==> config.mk <==
export PLATFORM = sky130hd
export DESIGN_NAME = keypad_scanner
export DESIGN_NICKNAME = d
export VERILOG_FILES = /design/src/rtl/keypad_scanner.sv
export SDC_FILE = /design/constraint.sdc
export NUM_CORES = 1
export LEC_CHECK = 0
export BUFFER_PORTS_ARGS = -buffer_cell sky130_fd_sc_hd__buf_2
export CORE_MARGIN = 10
export CORE_UTILIZATION = 45
export CTS_CLUSTER_SIZE = 12
export DETAILED_ROUTE_END_ITERATION = 7
export SLEW_MARGIN = 5
export SYNTH_ARGS = -nofsm -noshare
export SYNTH_HDL_FRONTEND = slang
export SYNTH_SLANG_ARGS = --single-unit
==> constraint.sdc <==
create_clock -name clk -period 2.3 [get_ports clk]
set_input_delay 0.23 -clock clk [delete_from_list [all_inputs] [get_ports clk]]
set_output_delay 0.23 -clock clk [all_outputs]
set_load 0.02 [all_outputs]
==> src/rtl/keypad_scanner.sv <==
// 4x3 matrix keypad scanner: column drive, row synchronizer, frame-based
// debounce, one-hot row/col outputs with held level and new-press strobe.
module keypad_scanner #(
  parameter int unsigned SCAN_DIV        = 1000,
  parameter int unsigned DEBOUNCE_FRAMES = 20
) (
  input  logic       clk,
  input  logic       rst,
  input  logic [3:0] key_row_n,
  output logic [2:0] key_col_n,
  output logic       row1,
  output logic       row2,
  output logic       row3,
  output logic       row4,
  output logic       col1,
  output logic       col2,
  output logic       col3,
  output logic       key_valid,
  output logic       key_press
);

  localparam logic [15:0] DIV_LAST = 16'(SCAN_DIV - 1);
  localparam logic [7:0]  DF       = 8'(DEBOUNCE_FRAMES);

  typedef enum logic [1:0] {IDLE, CANDIDATE, PRESSED, RELEASE} state_t;

  logic [3:0]  sync1, sync2;
  logic [15:0] div;
  logic [1:0]  idx;
  logic        sample;
  logic        frame_done;
  logic [3:0]  acc0, acc1, acc2;

  logic        found;
  logic [1:0]  f_row, f_col;

  state_t      state, state_n;
  logic [7:0]  cnt, cnt_n;
  logic [1:0]  cand_row, cand_row_n, cand_col, cand_col_n;
  logic        load, clear;

  logic [3:0]  rows;
  logic [2:0]  cols;

  assign sample    = (div == DIV_LAST);
  assign key_col_n = ~(3'b001 << idx);

  always_ff @(posedge clk) begin
    if (rst) begin
      sync1      <= '1;
      sync2      <= '1;
      div        <= '0;
      idx        <= '0;
      frame_done <= 1'b0;
      acc0       <= '0;
      acc1       <= '0;
      acc2       <= '0;
    end else begin
      sync1      <= key_row_n;
      sync2      <= sync1;
      frame_done <= sample && (idx == 2'd2);
      if (sample) begin
        div <= '0;
        idx <= (idx == 2'd2) ? 2'd0 : idx + 2'd1;
      end else begin
        div <= div + 16'd1;
      end
      // A column sample can never coincide with frame_done (SCAN_DIV >= 4)
      if (frame_done) begin
        acc0 <= '0;
        acc1 <= '0;
        acc2 <= '0;
      end else if (sample) begin
        case (idx)
          2'd0:    acc0 <= ~sync2;
          2'd1:    acc1 <= ~sync2;
          default: acc2 <= ~sync2;
        endcase
      end
    end
  end

  // Lowest row wins, then lowest column within that row
  always_comb begin
    found = 1'b0;
    f_row = '0;
    f_col = '0;
    for (int unsigned r = 0; r < 4; r++) begin
      if (!found && acc0[r]) begin
        found = 1'b1; f_row = 2'(r); f_col = 2'd0;
      end
      if (!found && acc1[r]) begin
        found = 1'b1; f_row = 2'(r); f_col = 2'd1;
      end
      if (!found && acc2[r]) begin
        found = 1'b1; f_row = 2'(r); f_col = 2'd2;
      end
    end
  end

  always_ff @(posedge clk) begin
    if (rst) begin
      state    <= IDLE;
      cnt      <= '0;
      cand_row <= '0;
      cand_col <= '0;
    end else begin
      state    <= state_n;
      cnt      <= cnt_n;
      cand_row <= cand_row_n;
      cand_col <= cand_col_n;
    end
  end

  always_comb begin
    state_n    = state;
    cnt_n      = cnt;
    cand_row_n = cand_row;
    cand_col_n = cand_col;
    load       = 1'b0;
    clear      = 1'b0;
    if (frame_done) begin
      case (state)
        IDLE: begin
          if (found) begin
            cand_row_n = f_row;
            cand_col_n = f_col;
            cnt_n      = 8'd1;
            if (DF == 8'd1) begin
              state_n = PRESSED;
              load    = 1'b1;
            end else begin
              state_n = CANDIDATE;
            end
          end
        end
        CANDIDATE: begin
          if (!found) begin
            state_n = IDLE;
          end else if (f_row == cand_row && f_col == cand_col) begin
            cnt_n = cnt + 8'd1;
            if (cnt + 8'd1 == DF) begin
              state_n = PRESSED;
              load    = 1'b1;
            end
          end else begin
            cand_row_n = f_row;
            cand_col_n = f_col;
            cnt_n      = 8'd1;
          end
        end
        PRESSED: begin
          if (!found) begin
            cnt_n = 8'd1;
            if (DF == 8'd1) begin
              state_n = IDLE;
              clear   = 1'b1;
            end else begin
              state_n = RELEASE;
            end
          end
        end
        default: begin
          if (found) begin
            state_n = PRESSED;
          end else begin
            cnt_n = cnt + 8'd1;
            if (cnt + 8'd1 == DF) begin
              state_n = IDLE;
              clear   = 1'b1;
            end
          end
        end
      endcase
    end
  end

  always_ff @(posedge clk) begin
    if (rst) begin
      rows      <= '0;
      cols      <= '0;
      key_valid <= 1'b0;
      key_press <= 1'b0;
    end else begin
      key_press <= load;
      if (load) begin
        rows      <= 4'b0001 << cand_row_n;
        cols      <= 3'b001 << cand_col_n;
        key_valid <= 1'b1;
      end else if (clear) begin
        rows      <= '0;
        cols      <= '0;
        key_valid <= 1'b0;
      end
    end
  end

  assign {row4, row3, row2, row1} = rows;
  assign {col3, col2, col1}       = cols;

endmodule
==> impl_results.md, run 1 <==
* Status: finished, final reports clean
* Synth Area per Inst at 8.93 um^2
* Initial antenna violation count at 0
* Yosys cell types at 50
* Antenna viol nets, final at 0
* 1st-iter DRT viols at 120
* GRT Overall Usage at 0.132
* Arrival @ worst endpoint at 2530 ps
* PwrDens at 589 nW/um^2
* Nets@finish at 385
* Post-synth EDFFs at 0
* Crit path kind: register to register
* Avg WL per Cell at 14.2 um
* Area delta synth->final at 27.6%
* CTS root buf: clkbuf_8
* Largest net degree at the start of global routing at 27
* RSZ-0062 raised after global routing: yes
* FILL cells at 510
* Final hold violation count at 0
* CTS tree: done
* Mapped Cells at 315
* # H-tree levels at 3
* CP required at 2550 ps
* Leakage at 1.38 nW
* Die Y-Extent at 99.1 um
* First drt pass iteration count at 4
* Layout cell share with drive strength beyond 1 at 0.286
* I/O pin cnt at 18
* Critical Path, Cell by Cell: or3_4, or4_4, a31oi_4, nor2_4, o41ai_4, a21oi_1, a311oi_1
* Dpl hpwl at 4480 um
* R2R depth at 7
* #FFs+latches synth at 62
* CTS clk-pin slew, worst paths at 70 ps
* PortBufs at 17
* CP Depth at 7
* Num CTS Buffers at 9
* Clock Path Buffers at 2
* DP Area at 3180 um^2
* Top cells by area, synth: dfxtp_1 44%, nor2_1 7.5%, xor2_1 4.4%, a211oi_1 3.5%, ha_1 3.1%
* Post-synthesis cell area at 2810 um^2
* Crit path buf inv count at 0
* Worst-Skew Late Latency at 340 ps
* Syn nets at 328
* Routed Wire Length at 6410 um
* Actual slew at the worst max-slew pin at 571 ps
* Gpl congestion at 0.780
* Power after layout at 0.00211 W
* Max-cap viol count at 0
* Period utilization at 0.993
* Die area at 9810 um^2
* Crit Path Max Fanout at 6
* Global-route wire length before repair at 10700 um
* Num rows at 28
* Async S/R FF share, synth at 0
* Hold_buf cts at 0
* R2R Path Start: acc2[1]
* Crit path launch: acc2[1]
* Yosys top cell area share at 0.441
* Initial cell density of the core at 0.470
* Final non-filler cell area at 3590 um^2
* Multi-input logic area at 1640 um^2
* Worst hold path class: input port to register
* Post-synthesis sequential area ratio at 0.441
* FF-to-FF setup slack at 20 ps
* Fin crit period at 2280 ps
* Clock Sinks at 62
* Core Region at 5990 um^2
* Vias/cell at 5.33
* Most used DFF post-synth: dfxtp_1
* Worst rel slew slack at 0.620
* Vias in the first global route at 2271
* Area leader, netlist: dfxtp_1
* Max Freq at 438 MHz
* Yosys Warn Count at 0
* Setup crit start kind: register
* Antenna diodes at 0
* GRT Residual Overflow at 0
* Setup crit end kind: register
* Worst path top cell family by delay: simple AND/OR/NAND/NOR gates
* Worst vdd ir at 489 uV
* Routed vias at 2411
* Crit-path max cell delay at 530 ps
* Max-slew violations at 0
* Remaining DRCs at 0
* Register area at 1240 um^2
* Clock Skews at 8.67 ps
* Die X at 99.1 um
* Slowest stage cell on the critical path: or4_4
* Setup violations, final at 0
## cells by family (layout without fill, tap and decap cells)
| logic type | after synthesis | after routing | share of synthesized area |
|---|---|---|---|
| DFF | 62 | 62 | 0.441 |
| buffers and inverters | 16 | 78 | 0.0222 |
| xor gates and xnor gates | 20 | 20 | 0.0623 |
| muxes | 1 | 1 | 0.00356 |
| adders and majority gates | 7 | 7 | 0.0311 |
| AOI/OAI and AO/OA | 59 | 59 | 0.157 |
| and+or+nand+nor | 150 | 150 | 0.282 |
## cell type report
class | instances | area share
Inverter | 9 | 0.00941
Clock buffer | 13 | 0.0443
Multi-Input combinational cell | 237 | 0.457
Tap cell | 75 | 0.0261
Clock inverter | 3 | 0.0119
Timing Repair Buffer | 53 | 0.105
Sequential cell | 62 | 0.346
## cell usage after synthesis (2+ instances only)
master	instances
dfxtp_1	62
nor2_1	56
nand2_1	17
a21oi_1	14
xor2_1	14
a211oi_1	13
nor3_1	12
or2_2	11
inv_1	9
and3_1	8
ha_1	7
nand3_1	7
nand4_1	7
nor4_1	7
xnor2_1	6
clkbuf_1	5
nand2b_1	4
nor3b_1	4
o211ai_1	4
o21ai_0	4
a22o_1	3
nand4b_1	3
or3_1	3
a21o_1	2
a32o_1	2
a41oi_1	2
buf_2	2
nand3b_1	2
o22ai_1	2
o2bb2ai_1	2
or3_4	2
## cell usage in the layout, fill, tap and decap left out, types with 8 or more instances in the layout
cell type and n:
buf_2 17, dfxtp_1 60, or2_2 11, nor2_1 55
buf_4 33, nor3_1 8, nand2_1 17, a21oi_1 12
xor2_1 14, a211oi_1 12, inv_1 9, clkbuf_8 11
## flip-flops by register name (all words and copies together) (netlist names), named ones only
signal,count
key_valid,1
acc2,4
cand_row,2
frame_done,1
cand_col,2
cols,3
rows,4
cnt,8
acc1,4
state,1
key_press,1
acc0,4
div,16
idx,2
sync2,4
sync1,4
## metrics by stage
stage | setup slack (ps) | hold slack, ps | util | cells | TNS (ps)
after floorplan | 42.1 | 334 | - | 315 | 0
after CTS | -32.7 | 59.2 | 0.572 | 445 | -39.9
final | 15.3 | 67.6 | 0.599 | 452 | 0
after global routing | -86.3 | 62.4 | 0.599 | 452 | -702
after detailed placement | -83.9 | 402 | 0.531 | 429 | -682
after global placement | -9.54 | 391 | 0.531 | 429 | -45.4
## repair_timing
| action | in CTS | in global routing |
|---|---|---|
| endpoints found under the setup margin | 16 | 19 |
| buffers inserted | 0 | 7 |
| gates resized for setup | 8 | 21 |
| pin swaps | 5 | 22 |
| gates cloned | 0 | 0 |
## layer usage
metal / wire (um) / global-route usage
met1: 3040 / 0.160
met5: 0 / 0
met4: 128 / 0.0761
met2: 3010 / 0.206
met3: 227 / 0.0328
## where the power goes
group	internal, W	switching, W	total (W)
sequential	0.00108	0.00000651	0.00109
clock	0.000559	0.000426	0.000985
combinational	0.0000151	0.0000233	0.0000384
## how the worst min path moves through the flow
stage | to | start | depth (start not counted)
floorplan | sync1[0] | key_row_n[0] | 1
global placement | sync2[3] | sync1[3] | 1
detailed placement | sync2[1] | sync1[1] | 1
CTS | sync1[0] | key_row_n[0] | 2
global route | sync1[0] | key_row_n[0] | 2
finish | sync1[0] | key_row_n[0] | 2
(Power assumes the default switching activity.)
==> run 2, diff against run 1 <==
--- a/config.mk
+++ b/config.mk
@@ -5,6 +5,7 @@
 export SDC_FILE = /design/constraint.sdc
 export NUM_CORES = 1
 export LEC_CHECK = 0
+export ABC_AREA = 1
 export BUFFER_PORTS_ARGS = -buffer_cell sky130_fd_sc_hd__buf_2
 export CORE_MARGIN = 10
 export CORE_UTILIZATION = 45
==> run 2 against run 1 <==
Effect of this change: die area increased by 3.9%; highest routed layer unchanged; global-route usage decreased by 1.4 points; non-clock buffer count down 25; sequential cell count did not move.
==> impl_results.md, run 2 <==
* Status: finished, final reports clean
* Critical Path, Cell by Cell: nor2_4, nand2_2, nor2_4, nand4_4, nor2_4, nand3_2, o21ai_2, nand2_2, nor2_4, inv_4, or2_4, o211a_1
* Setup crit start kind: register
* Fin crit period at 2160 ps (-120 ps)
* Core Region at 6350 um^2 (+6.0%)
* Vias in the first global route at 2336 (+2.9%)
* Crit path kind: register to register
* Area delta synth->final at 16.1%
* Arrival @ worst endpoint at 2410 ps (-120 ps)
* Largest register FFs at 16 (unchanged)
* First drt pass iteration count at 4 (unchanged)
* # H-tree levels at 3 (unchanged)
* #FFs+latches synth at 62 (unchanged)
* Commonest cells after routing, fill and taps aside: 74 x nand2_1, 59 x dfxtp_1, 49 x inv_1
* Worst hold path class: input port to register
* Slowest stage cell on the critical path: dfxtp_2
* GRT Overall Usage at 0.118 (-0.0139)
* Antenna diodes at 0 (unchanged)
* Register area at 1240 um^2 (+0.10%)
* Mapped Cells at 391 (+24%)
* Vias/cell at 5.06 (-5.1%)
* Max Freq at 462 MHz (+5.5%)
* FILL cells at 623 (+22%)
* Die area at 10200 um^2 (+3.9%)
* Setup violations, final at 0 (unchanged)
* Actual slew at the worst max-slew pin at 590 ps (+19.6 ps)
* Die Y-Extent at 101 um (+1.9%)
* Post-synthesis sequential area ratio at 0.421 (-0.0204)
* Syn nets at 404 (+23%)
* Clock Path Buffers at 2 (unchanged)
* Remaining DRCs at 0 (unchanged)
* CTS root buf: clkbuf_8
* PortBufs at 17 (unchanged)
* Routed vias at 2566 (+6.4%)
* Leakage at 1.46 nW (+5.8%)
* Dpl cells at 485 (+13%)
* Routed Wire Length at 5930 um (-7.4%)
* WHS at 52.8 ps (-14.8 ps)
* Nets@finish at 438 (+14%)
* Num rows at 29 (+3.6%)
* Yosys Warn Count at 0 (unchanged)
* Gpl congestion at 0.867 (+11%)
* Async S/R FF share, synth at 0 (unchanged)
* Die X at 101 um (+1.9%)
* Multi-input logic area at 1540 um^2 (-6.1%)
* Max-cap viol count at 0 (unchanged)
* Antenna viol nets, final at 0 (unchanged)
* Most used cell, CP: nor2_4
* Initial antenna violation count at 0 (unchanged)
* Yosys top cell area share at 0.421 (-0.0204)
* Worst vdd ir at 356 uV (-27%)
* Crit-path max cell delay at 340 ps (-190 ps)
* Worst-Skew Late Latency at 350 ps (about the same)
* PwrDens at 588 nW/um^2 (-0.18%)
* Largest net degree at the start of global routing at 26 (-3.7%)
* Largest registers: div (16), cnt (8)
* GRT Residual Overflow at 0 (unchanged)
* Crit Path Max Fanout at 10 (+4)
* Final hold violation count at 0 (unchanged)
* Synth top cells by count: 76 x nand2_1, 62 x dfxtp_1, 49 x inv_1
* DP Worst Slack at 160 ps (+244 ps)
* CTS tree: done
* Area leader, netlist: dfxtp_1
* Initial cell density of the core at 0.464 (-0.00507)
* Worst rel slew slack at 0.605 (-0.0145)
* Commonest non-fill, non-tap cell in the layout: nand2_1
* Most used DFF post-synth: dfxtp_1
* CTS clk-pin slew, worst paths at 80 ps (about the same)
* Synth Area per Inst at 7.54 um^2 (-16%)
* Setup crit end kind: register
* CP required at 2540 ps (about the same)
* Top cells by area, synth: dfxtp_1 42%, nand2_1 9.7%, inv_1 6.2%, nor2_1 5.3%, a21oi_1 4.8%
* Clock Skews at 8.95 ps (+0.279 ps)
* Hold_buf cts at 0 (unchanged)
* Layout cell share with drive strength beyond 1 at 0.191 (-0.0958)
* Post-synth EDFFs at 0 (unchanged)
* I/O pin cnt at 18 (unchanged)
* Max-slew violations at 0 (unchanged)
* 1st-iter DRT viols at 71 (-41%)
* Avg WL per Cell at 11.7 um (-17%)
* Fin Setup TNS at 0 ps (unchanged)
* Finished Layout Cells at 507 (+12%)
* Global-route wire length before repair at 9800 um (-8.3%)
* Post-route setup slack at 135 ps (+120 ps)
* Dpl hpwl at 4210 um (-5.9%)
* Post-synthesis cell area at 2950 um^2 (+4.8%)
* Top-count cell post-synth: nand2_1
* Yosys cell types at 38 (-24%)
* Num CTS Buffers at 9 (unchanged)
* Period utilization at 0.941 (-0.0521)
* Clock Sinks at 62 (unchanged)
* Biggest register: div
run 2: cell count changes after synthesis, moves of 6 or more:
cell,change
nand2_1,+59
inv_1,+40
o21ai_0,+16
a21oi_1,+14
nor2_1,-14
a211oi_1,-13
nand3_1,+13
xor2_1,-9
and3_1,-8
nor4_1,-6
run 2: cells by family after synthesis:
logic type               share of synthesized area
AO/OA/AOI/OAI                                0.129
XOR/XNOR                                    0.0178
adder cells (fa/ha/maj)                     0.0297
buffers and inverters                       0.0709
flip-flops                                   0.421
AND/OR/NAND/NOR                              0.331
run 2: what timing repair did:
item                                    in CTS  in global routing
endpoints found under the setup margin       0                 15
buffers inserted                             0                  6
gates resized for setup                      0                 12
endpoints found under the hold margin        0                  0
run 2: per-stage QoR:
| step | instance area [um^2] | total power (W) | utilization |
|---|---|---|---|
| floorplan | 2950 | 0.00114 | - |
| global placement | 3150 | 0.00116 | 0.496 |
| detailed placement | 3150 | 0.00116 | 0.496 |
| CTS | 3330 | 0.00204 | 0.525 |
| global route | 3420 | 0.00209 | 0.539 |
| finish | 3420 | 0.00201 | 0.539 |
run 2: layer usage:
layer  vias up  global-route usage  wire length [um]
met1      1163               0.134              2780
met4         0              0.0740               166
met5         -                   0                 0
met3        13              0.0281               217
met2        30               0.195              2770
li1       1360                   -                 -
run 2: path summary, 6_finish.rpt:
| kind | start | to | slack (ps) | cells past startpoint |
|---|---|---|---|---|
| min | key_row_n[0] | sync1[0] | 50 | 2 |
| min reg2reg | sync1[3] | sync2[3] | 400 | 1 |
| max | acc0[1] | cnt[4] | 140 | 12 |
| max reg2reg | acc0[1] | cnt[4] | 140 | 12 |
run 2: final cells by class:
| cell class | instances | area share |
|---|---|---|
| Clock inverter | 7 | 0.0172 |
| Clock buffer | 9 | 0.0362 |
| Sequential cell | 62 | 0.364 |
| Multi-Input combinational cell | 274 | 0.450 |
| Timing Repair Buffer | 28 | 0.0490 |
| Inverter | 50 | 0.0556 |
| Tap cell | 77 | 0.0281 |
run 2: where the power goes:
group | switching, W | leakage [nW] | internal [W]
combinational | 0.0000262 | 0.867 | 0.0000160
clock | 0.000479 | 0.0864 | 0.000402
sequential | 0.00000565 | 0.503 | 0.00108
total | 0.000511 | 1.46 | 0.00150
run 2: critical path: cells and delay by family (launching register included):
kind                   cells  cell delay [ps]
flip-flops                 1              340
buffers and inverters      1               90
AND/OR/NAND/NOR            9             1300
AO/OA/AOI/OAI              2              320
==> run 3, diff against run 2 <==
--- a/config.mk
+++ b/config.mk
@@ -11,6 +11,7 @@
 export CORE_UTILIZATION = 45
 export CTS_CLUSTER_SIZE = 12
 export DETAILED_ROUTE_END_ITERATION = 7
+export GPL_TIMING_DRIVEN = 0
 export SLEW_MARGIN = 5
 export SYNTH_ARGS = -nofsm -noshare
 export SYNTH_HDL_FRONTEND = slang
==> run 3 against run 2 <==
Effect of this change: setup slack got worse by 30 ps; sequential cell count stayed put; fmax shrank 1.4%; total power rose by 4.7%; global-route usage grew 1.1 points; sequential power about the same; cell area is 1.2% higher; critical endpoint is now cnt[3]; largest power group unchanged.
==> impl_results.md, run 3 (synthesis gave the netlist of run 2 again) <==
* Status: finished, final reports clean
* Num CTS Buffers at 9 (unchanged)
* Power after layout at 0.00211 W (+4.7%)
* First drt pass iteration count at 6 (+2)
* Crit Path Max Fanout at 7 (-3)
* Top Metal Used: met4
* Worst vdd ir at 357 uV (+0.44%)
* Routed Wire Length at 6270 um (+5.7%)
* Layout cell share with drive strength beyond 1 at 0.190 (-0.000442)
* Commonest cells after routing, fill and taps aside: 73 x nand2_1, 60 x dfxtp_1, 49 x inv_1
* Crit path kind: register to register
* Met2 wire len at 2970 um (+7.1%)
* Layout Utilization at 0.545 (+0.00631)
* Antenna diodes at 0 (unchanged)
* Worst hold path class: input port to register
* Psw at 0.000509 W (-0.30%)
* Vias/cell at 5.13 (+1.3%)
* Setup crit end kind: register
* Int Power at 0.00160 W (+6.4%)
* CTS root buf: clkbuf_8
* Setup crit start kind: register
* Die Y-Extent at 101 um (unchanged)
* Clock Sinks at 62 (unchanged)
* Hold_buf cts at 0 (unchanged)
* DP Worst Slack at 66.0 ps (-93.9 ps)
* CTS clk-pin slew, worst paths at 80 ps (about the same)
* Vias in the first global route at 2364 (+1.2%)
* Avg WL per Cell at 12.4 um (+5.5%)
* Worst rel slew slack at 0.610 (+0.00508)
* Clock Path Buffers at 2 (unchanged)
* Num rows at 29 (unchanged)
* Period utilization at 0.954 (+0.0130)
* I/O pin cnt at 18 (unchanged)
* Dpl hpwl at 4450 um (+5.7%)
* Initial antenna violation count at 0 (unchanged)
* Die area at 10200 um^2 (unchanged)
* Largest net degree at the start of global routing at 13 (-50%)
* Setup violations, final at 0 (unchanged)
* Seq pwr share at 0.517 (-0.024)
* Max-cap viol count at 0 (unchanged)
* Clock share of power at 0.463 (+0.025)
* Remaining DRCs at 0 (unchanged)
* Routed wl met3 at 264 um (+22%)
* Initial cell density of the core at 0.464 (unchanged)
* Leakage at 1.45 nW (-0.31%)
* Post-route setup slack at 105 ps (-29.9 ps)
* Clock Skews at 8.77 ps (-0.176 ps)
* Routed vias at 2605 (+1.5%)
* Gpl congestion at 0.840 (-3.1%)
* # H-tree levels at 3 (unchanged)
* DP Area at 3130 um^2 (-0.75%)
* Fin crit period at 2190 ps (+29.9 ps)
* Worst-Skew Late Latency at 360 ps (about the same)
* R2R depth at 14 (+2)
* CTS tree: done
* Met1 wire length at 2920 um (+5.0%)
* WHS Path Cells at 2 (unchanged)
* Final hold violation count at 0 (unchanged)
* Max-slew violations at 0 (unchanged)
* Area delta synth->final at 17.4%
* Nets@finish at 439 (+0.23%)
* Largest register FFs at 16 (unchanged)
* Commonest non-fill, non-tap cell in the layout: nand2_1
* Logic pwr share at 0.020 (about the same)
* Core Region at 6350 um^2 (unchanged)
* Die X at 101 um (unchanged)
* Biggest register: div
* Final non-filler cell area at 3460 um^2 (+1.2%)
* Switching share of power at 0.242 (-0.0121)
* Arrival @ worst endpoint at 2480 ps (+70 ps)
* 1st-iter DRT viols at 96 (+35%)
* GRT Overall Usage at 0.129 (+0.0107)
* Largest registers: div (16), cnt (8)
* PwrDens at 608 nW/um^2 (+3.5%)
* PortBufs at 16 (-1)
* Max Freq at 456 MHz (-1.4%)
* GRT Residual Overflow at 0 (unchanged)
* CP required at 2580 ps (+40 ps)
* Global-route wire length before repair at 10600 um (+8.0%)
* Antenna viol nets, final at 0 (unchanged)
* Actual slew at the worst max-slew pin at 583 ps (-7.59 ps)
-- run 3: cell count changes in the layout (fill, tap and decap cells not counted), moves of 2 or more --
cell	previous run	this run
buf_4	11	7
clkbuf_1	0	3
dfxtp_2	3	1
inv_6	2	0
-- run 3: path summary, 6_finish.rpt --
path	start	to	slack, ps
setup / recovery	acc0[0]	cnt[3]	110
hold / removal	key_row_n[1]	sync1[1]	50
setup reg to reg	acc0[0]	cnt[3]	110
hold reg to reg	sync1[1]	sync2[1]	410
-- run 3: per-layer routing --
metal  vias to the layer above  GRT usage
met3                        11     0.0274
met2                        34      0.209
met5                         -          0
met1                      1199      0.152
met4                         0     0.0772
li1                       1361          -
-- run 3: layout make-up --
class | count | area [um^2]
buffer | 5 | 20.0
clock inverter | 7 | 75.1
multi-input combinational | 274 | 1560
timing repair buffer | 24 | 153
clock buffer | 9 | 124
fill | 625 | 2890
tap | 77 | 96.3
sequential | 62 | 1250
inverter | 50 | 190
-- run 3: power groups by stage --
stage               Combinational, W  Sequential [W]  Clock [W]
floorplan                  0.0000291         0.00111          0
global placement           0.0000423         0.00111          0
detailed placement         0.0000424         0.00111          0
CTS                        0.0000424         0.00109   0.000992
global route               0.0000484         0.00109    0.00104
finish                     0.0000420         0.00109   0.000976
-- run 3: what timing repair did --
item	in CTS	in global routing
endpoints found under the hold margin	0	0
setup endpoints to repair	0	16
resized for setup	0	19
setup buffers	0	8
-- run 3: per-stage QoR --
| step | TNS (ps) | std cells | hold slack (ps) |
|---|---|---|---|
| after global placement | 0 | 484 | 392 |
| after CTS | 0 | 500 | 35.8 |
| final | 0 | 508 | 45.3 |
| after floorplan | 0 | 391 | 334 |
| after detailed placement | 0 | 484 | 398 |
| after global routing | -227 | 508 | 47.4 |
-- run 3: worst max-delay path, cell delays in order, from the launching register on --
cell     delay, ps
dfxtp_4        360
nor2_4         130
nand2_4         70
nor2_4         120
nand4_4        110
nor2_4         230
nand3_4        150
nand3_2        100
nand2_2         70
nor2_4         140
nand3_4        110
nor2_8         180
buf_12         130
o21ai_0         70
a21oi_1        150
